**src/rtl/csr_counter_bank.sv**
```systemverilog
// Machine-mode performance counter CSR bank: mcycle, minstret, mhpmcounters,
// inhibit/overflow control, with a one-cycle registered CSR access port.
module csr_counter_bank #(
  parameter int NUM_HPM   = 4,
  parameter int COUNTER_W = 64
) (
  input  logic                                   clk,
  input  logic                                   rst,
  input  logic                                   req,
  input  logic [11:0]                            addr,
  input  logic [1:0]                             write_mode,
  input  logic [31:0]                            din,
  output logic                                   rsp_valid,
  output logic [31:0]                            dout,
  output logic                                   illegal_address,
  input  logic                                   inst_retired,
  input  logic [(NUM_HPM > 0 ? NUM_HPM : 1)-1:0] hpm_event,
  output logic                                   ovf_irq
);

  typedef enum logic [1:0] {
    WM_READ  = 2'b00,
    WM_WRITE = 2'b01,
    WM_SET   = 2'b10,
    WM_CLEAR = 2'b11
  } wmode_e;

  function automatic logic [31:0] impl_mask_f();
    logic [31:0] m;
    m    = '0;
    m[0] = 1'b1;
    m[2] = 1'b1;
    for (int i = 0; i < NUM_HPM; i++) m[3+i] = 1'b1;
    return m;
  endfunction

  // Index 1 (time) is never implemented, so this also hardwires inhibit bit 1.
  localparam logic [31:0] IMPL_MASK = impl_mask_f();

  wmode_e      mode;
  logic [4:0]  idx;
  logic        in_lo, in_hi, sh_lo, sh_hi;
  logic        is_cnt, is_shadow, is_hi, is_inh, is_ovf, is_oen;
  logic        legal, wr_en, cnt_wr;
  logic [31:0] rd_data, wr_val, cnt_en, wrap, ovf_clr;
  logic [31:0] inhibit, ovf, ovf_en;
  logic [63:0] cnt_val [32];

  assign mode = wmode_e'(write_mode);
  assign idx  = addr[4:0];

  // NOTE: every signal written in an always_comb gets a default first, so no
  // path can leave it unassigned and infer a latch.
  always_comb begin
    in_lo     = (addr[11:5] == 7'h58);
    in_hi     = (addr[11:5] == 7'h5C);
    sh_lo     = (addr[11:5] == 7'h60);
    sh_hi     = (addr[11:5] == 7'h64);
    is_shadow = sh_lo | sh_hi;
    is_hi     = in_hi | sh_hi;
    is_cnt    = (in_lo | in_hi | is_shadow) && (idx != 5'd1);
    is_inh    = (addr == 12'h320);
    is_ovf    = (addr == 12'h7C0);
    is_oen    = (addr == 12'h7C1);
    legal     = (is_cnt && !(is_shadow && mode != WM_READ)) || is_inh || is_ovf || is_oen;
    wr_en     = req && legal && (mode != WM_READ);
    cnt_wr    = wr_en && is_cnt;
  end

  always_comb begin
    rd_data = '0;
    if (legal) begin
      if (is_cnt)      rd_data = is_hi ? cnt_val[idx][63:32] : cnt_val[idx][31:0];
      else if (is_inh) rd_data = inhibit;
      else if (is_ovf) rd_data = ovf;
      else             rd_data = ovf_en;
    end
  end

  // The old half being modified is exactly the pre-write read value.
  always_comb begin
    wr_val = rd_data;
    unique case (mode)
      WM_WRITE: wr_val = din;
      WM_SET:   wr_val = rd_data | din;
      WM_CLEAR: wr_val = rd_data & ~din;
      default:  wr_val = rd_data;
    endcase
  end

  always_comb begin
    cnt_en    = '0;
    cnt_en[0] = 1'b1;
    cnt_en[2] = inst_retired;
    for (int i = 0; i < NUM_HPM; i++) cnt_en[3+i] = hpm_event[i];
  end

  for (genvar k = 0; k < 32; k++) begin : g_cnt
    if (IMPL_MASK[k]) begin : g_impl
      logic [COUNTER_W-1:0] c;
      logic [63:0]          ext;
      logic                 hit, inc;

      assign ext      = 64'(c);
      assign hit      = cnt_wr && (idx == 5'(k));
      assign inc      = cnt_en[k] && !inhibit[k];
      assign wrap[k]  = inc && !hit && (&c);
      assign cnt_val[k] = ext;

      // NOTE: counters are individual flops, not a RAM, so they take the
      // asynchronous reset like any other state.
      always_ff @(posedge clk or posedge rst) begin
        if (rst)      c <= '0;
        else if (hit) c <= COUNTER_W'(is_hi ? {wr_val, ext[31:0]} : {ext[63:32], wr_val});
        else if (inc) c <= c + 1'b1;
      end
    end else begin : g_none
      assign wrap[k]    = 1'b0;
      assign cnt_val[k] = '0;
    end
  end

  // Overflow bits only accept write-1-to-clear; a wrap in the same cycle wins.
  assign ovf_clr = (wr_en && is_ovf && mode == WM_CLEAR) ? din : '0;

  // NOTE: sequential state uses non-blocking assignments so every flop samples
  // pre-edge values regardless of statement order.
  always_ff @(posedge clk or posedge rst) begin
    if (rst) begin
      rsp_valid       <= 1'b0;
      dout            <= '0;
      illegal_address <= 1'b0;
      inhibit         <= '0;
      ovf             <= '0;
      ovf_en          <= '0;
      ovf_irq         <= 1'b0;
    end else begin
      rsp_valid       <= req;
      dout            <= req ? rd_data : '0;
      illegal_address <= req && !legal;
      if (wr_en && is_inh) inhibit <= wr_val & IMPL_MASK;
      if (wr_en && is_oen) ovf_en  <= wr_val & IMPL_MASK;
      ovf     <= ((ovf & ~ovf_clr) | wrap) & IMPL_MASK;
      ovf_irq <= |(ovf & ovf_en);
    end
  end

endmodule

```
**config.mk**
```make
export PLATFORM = sky130hd
export DESIGN_NAME = csr_counter_bank
export DESIGN_NICKNAME = d
export VERILOG_FILES = /design/src/rtl/csr_counter_bank.sv
export SDC_FILE = /design/constraint.sdc
export NUM_CORES = 2
export LEC_CHECK = 0
export BUFFER_PORTS_ARGS = -buffer_cell sky130_fd_sc_hd__buf_2
export CAP_MARGIN = 10
export CORE_UTILIZATION = 57
export CTS_CLUSTER_SIZE = 8
export DETAILED_ROUTE_END_ITERATION = 8
export PLACE_DENSITY = 0.84
export SLEW_MARGIN = 5
export SYNTH_ARGS = -nofsm -noshare
export SYNTH_HDL_FRONTEND = slang
export SYNTH_SLANG_ARGS = --single-unit
```
**constraint.sdc**
```tcl
create_clock -name clk -period 16.3 [get_ports clk]
set_input_delay 3.26 -clock clk [delete_from_list [all_inputs] [get_ports clk]]
set_output_delay 3.26 -clock clk [all_outputs]
set_load 0.01 [all_outputs]
```
==> run_results.csv <==
group,metric,value,unit
worst_setup_path,worst_r2r_path_depth,7,
hold_path,hold_class,"register to register",
worst_setup_path,cpMostUsedCell,"sky130_fd_sc_hd__buf_4",
grt,first_global_vias,29400,
logic_synthesis,netlist_top_cells_count,"437 x sky130_fd_sc_hd__dfrtp_1, 295 x sky130_fd_sc_hd__nand2_1, 225 x sky130_fd_sc_hd__nor2_1, 186 x sky130_fd_sc_hd__nand3_1, 155 x sky130_fd_sc_hd__o21ai_0",
floorplan,floorplan.die.height,231,microns
timing,postLayoutSetupSlackWorst,8.73,ns
timing,maxSlewHeadroom,15.9,%
worst_setup_path,worst_setup_start_kind,"input pin",
logic_synthesis,number_of_flops_mapped_to_enable_cells_by_yosys,0,
place,routability_congestion,1.07,
logic_synthesis,synth_area_leaders,"sky130_fd_sc_hd__dfrtp_1 36%, sky130_fd_sc_hd__mux2i_1 4.8%, sky130_fd_sc_hd__nand2_1 3.7%",
worst_setup_path,cp_num_buf_inv,4,
place,preCtsSetupSlack,8.50,ns
logic_synthesis,synth_area,30000,sq um
detailed_routing,dr_pass1_iterations,9,
worst_setup_path,worst_ep_arrival_time,8.14,ns
cells_and_area,fill_cells,4392,
pwr,vdd.ir_drop.worst,84.4,uV
detailed_routing,initialDrtViolationCount,5944,
floorplan,design.portCount,89,
floorplan,initial_core_utilization,58.1,%
floorplan,std_cell_rows,83,
timing,unrepaired_setup_endpoints_after_global_routing,"false",
timing,final-max-slew-violation-count,0,
clocking,tritoncts,"yes",
clocking,clk-insertion-delay-late,0.67,ns
clocking,cts-buffers-inserted,60,
grt,global_route.usage.total,47.2,%
floorplan,core_area,51600,sq um
cells_and_area,drive_gt1_share,11.7,%
clocking,post_cts.resized_instances,0,
timing,final_min_period_over_clock_period,46.5,%
place,port_buffers,88,
grt,grt_first_pass_wirelength,189,mm
timing,clock_skew,0.0204,ns
place,detailed_place.area,30800,sq um
logic_synthesis,syn-num-nets,3487,
timing,maxClockFrequency,132,MHz
timing,post-route-min-period,7.57,ns
logic_synthesis,synth_top_area_share,36.5,%
logic_synthesis,synth_ff_type,"sky130_fd_sc_hd__dfrtp_1",
logic_synthesis,netlist_instances,3427,
timing,finalSetupTns,0,ns
place,hpwl,89.7,mm
pwr,p_per_area,86.3,nW/um^2
clocking,worst_case_clock_buffer_depth,3,
timing,setup_viol,0,
worst_setup_path,timing.setup.critical_path_class,"input pin to register",
pwr,leakage,13.1,nW
worst_setup_path,critical-path-top-delay-family,"buffers and inverters",
clocking,clockRootBuffer,"sky130_fd_sc_hd__clkbuf_16",
logic_synthesis,ys_seq_area_share,36.5,%
worst_setup_path,setup.worst_path.end_class,"register",
worst_setup_path,worst-path-stages,11,
detailed_routing,routedWlPerCell,31.1,microns
hold_path,worstHoldPathCells,1,
cells_and_area,design_area,32400,sq um
grt,grt_remaining_overflow,0,
status,failed_checks,"DRC",
worst_setup_path,path_max_fanout,80,
grt,number_of_antenna_violations_at_the_first_check_in_global_routing,5,
detailed_routing,num_vias,32000,
floorplan,die-area,53500,sq um
logic_synthesis,synthDistinctLibCells,97,
cells_and_area,synthToLayoutAreaGrowth,7.99,%
cells_and_area,design.final.nets,3449,
logic_synthesis,post-synth-top-area-cell,"sky130_fd_sc_hd__dfrtp_1",
logic_synthesis,synth.most_common_cell,"sky130_fd_sc_hd__dfrtp_1",
logic_synthesis,synth.avg_cell_area,8.75,sq um
floorplan,die_w,231,microns
detailed_routing,drc,30,
worst_setup_path,cp.required,16.87,ns
worst_setup_path,cp_max_stage_delay,0.98,ns
clocking,holdBufCountCts,0,
timing,finalHoldViolations,0,
timing,worstMarginPinSlew,1.26,ns
worst_setup_path,cp_cell_sequence,"buf_4 > buf_4 > nor2b_1 > a22o_1 > o2bb2ai_4 > buf_4 > a21oi_1 > buf_4 > nor2_1 > o21ai_0 > o211ai_1",
job,max-cap-violations,0,
detailed_routing,postRouteAntennaNets,0,
clocking,numClockSinks,437,
clocking,clk_transition_reported_paths,0.06,ns
logic_synthesis,synthArstFlopShare,100,%
logic_synthesis,synth-seq-cells,437,
status,outcome,"complete, but fails checks",
detailed_routing,wirelength,127,mm
worst_setup_path,cpMaxStageDelayCell,"sky130_fd_sc_hd__nor2_1",
clocking,post_cts_buffers,0,
logic_synthesis,synth-warning-count,0,
grt,largest_net_degree_at_the_start_of_global_routing,110,
clocking,htree_num_levels,2,
timing,finalHoldWorstSlack,0.511,ns
detailed_routing,post_drt_via_cell_ratio,7.85,
## flip-flops by register name, indices dropped and copies added, names as in the netlist
| register | flops |
|---|---|
| illegal_address | 1 |
| ovf_irq | 1 |
| rsp_valid | 1 |
| g_cnt.g_impl.c | 384 |
| inhibit | 6 |
| ovf | 6 |
| dout | 32 |
| ovf_en | 6 |
## report_power, final
part / switching, W / total (W) / leakage [nW] / internal, W
Sequential: 0.0000985 / 0.00124 / 5.71 / 0.00114
Clock: 0.000500 / 0.00115 / 0.764 / 0.000651
Combinational: 0.000273 / 0.000404 / 6.58 / 0.000131
Total: 0.000872 / 0.00280 / 13.1 / 0.00192
## routing by layer
metal  global-route usage, %  vias to the layer above  share of wire (%)
li1                        -                    13200                  -
met1                    58.3                    15000                 34
met2                    69.4                     2895                 42
met3                    14.3                      824                 14
met4                    35.7                        6                9.9
met5                       0                        -              0.028
## layout by cell type, fill, tap and decap left out, types with 45 or more instances in the layout
cell type,count
sky130_fd_sc_hd__and3_1,147
sky130_fd_sc_hd__buf_4,62
sky130_fd_sc_hd__and2_1,45
sky130_fd_sc_hd__o2bb2ai_1,45
sky130_fd_sc_hd__nand4_1,99
sky130_fd_sc_hd__o211ai_1,79
sky130_fd_sc_hd__dfrtp_1,437
sky130_fd_sc_hd__and4_1,51
sky130_fd_sc_hd__a211oi_1,147
sky130_fd_sc_hd__a221oi_1,123
sky130_fd_sc_hd__o21ai_0,155
sky130_fd_sc_hd__nor2_1,223
sky130_fd_sc_hd__nand2_1,295
sky130_fd_sc_hd__mux2_2,96
sky130_fd_sc_hd__buf_2,86
sky130_fd_sc_hd__nand3_1,186
sky130_fd_sc_hd__clkbuf_16,61
sky130_fd_sc_hd__mux2i_1,144
sky130_fd_sc_hd__nor3_1,110
sky130_fd_sc_hd__xnor2_1,57
sky130_fd_sc_hd__a21oi_1,148
## path summary, 6_finish.rpt
| path | from | to | slack, ns |
|---|---|---|---|
| worst max register to register | g_cnt[2].g_impl.c[0] | ovf[2] | 12.60 |
| worst min-delay path | g_cnt[6].g_impl.c[60] | g_cnt[6].g_impl.c[60] | 0.51 |
| min in group asynchronous | rst | g_cnt[3].g_impl.c[35] | 2.75 |
| worst max-delay path | addr[1] | g_cnt[0].g_impl.c[31] | 8.73 |
| worst min register to register | g_cnt[6].g_impl.c[60] | g_cnt[6].g_impl.c[60] | 0.51 |
| max in group asynchronous | rst | g_cnt[5].g_impl.c[24] | 10.35 |
## final cells by class
cell class | instances | area (sq um) | area share (%)
clock buffer | 64 | 1540 | 4.75
inverter | 39 | 154 | 0.475
tap | 680 | 851 | 2.63
clock inverter | 2 | 17.5 | 0.0541
multi-input combinational | 2701 | 17900 | 55.4
timing repair buffer | 150 | 922 | 2.85
sequential | 437 | 10900 | 33.8
antenna | 4 | 10.0 | 0.0309
## through the flow
step	utilization [%]	instances	total power (W)
global placement	59.6	4006	0.00162
global route	62.7	4074	0.00286
CTS	62.7	4072	0.00276
finish	62.7	4077	0.00280
detailed placement	59.6	4006	0.00163
floorplan	-	3427	0.00148
## logic make-up after synthesis
kind of cell | Yosys count | share of synthesized area [%]
and+or+nand+nor | 1372 | 24.3
AOI/OAI and AO/OA | 988 | 23.7
DFF | 437 | 36.5
buffers and inverters | 289 | 4.09
muxes | 242 | 8.49
xor gates and xnor gates | 93 | 2.72
adders and majority gates | 6 | 0.250
No activity file was read; power rests on OpenSTA's default activity.
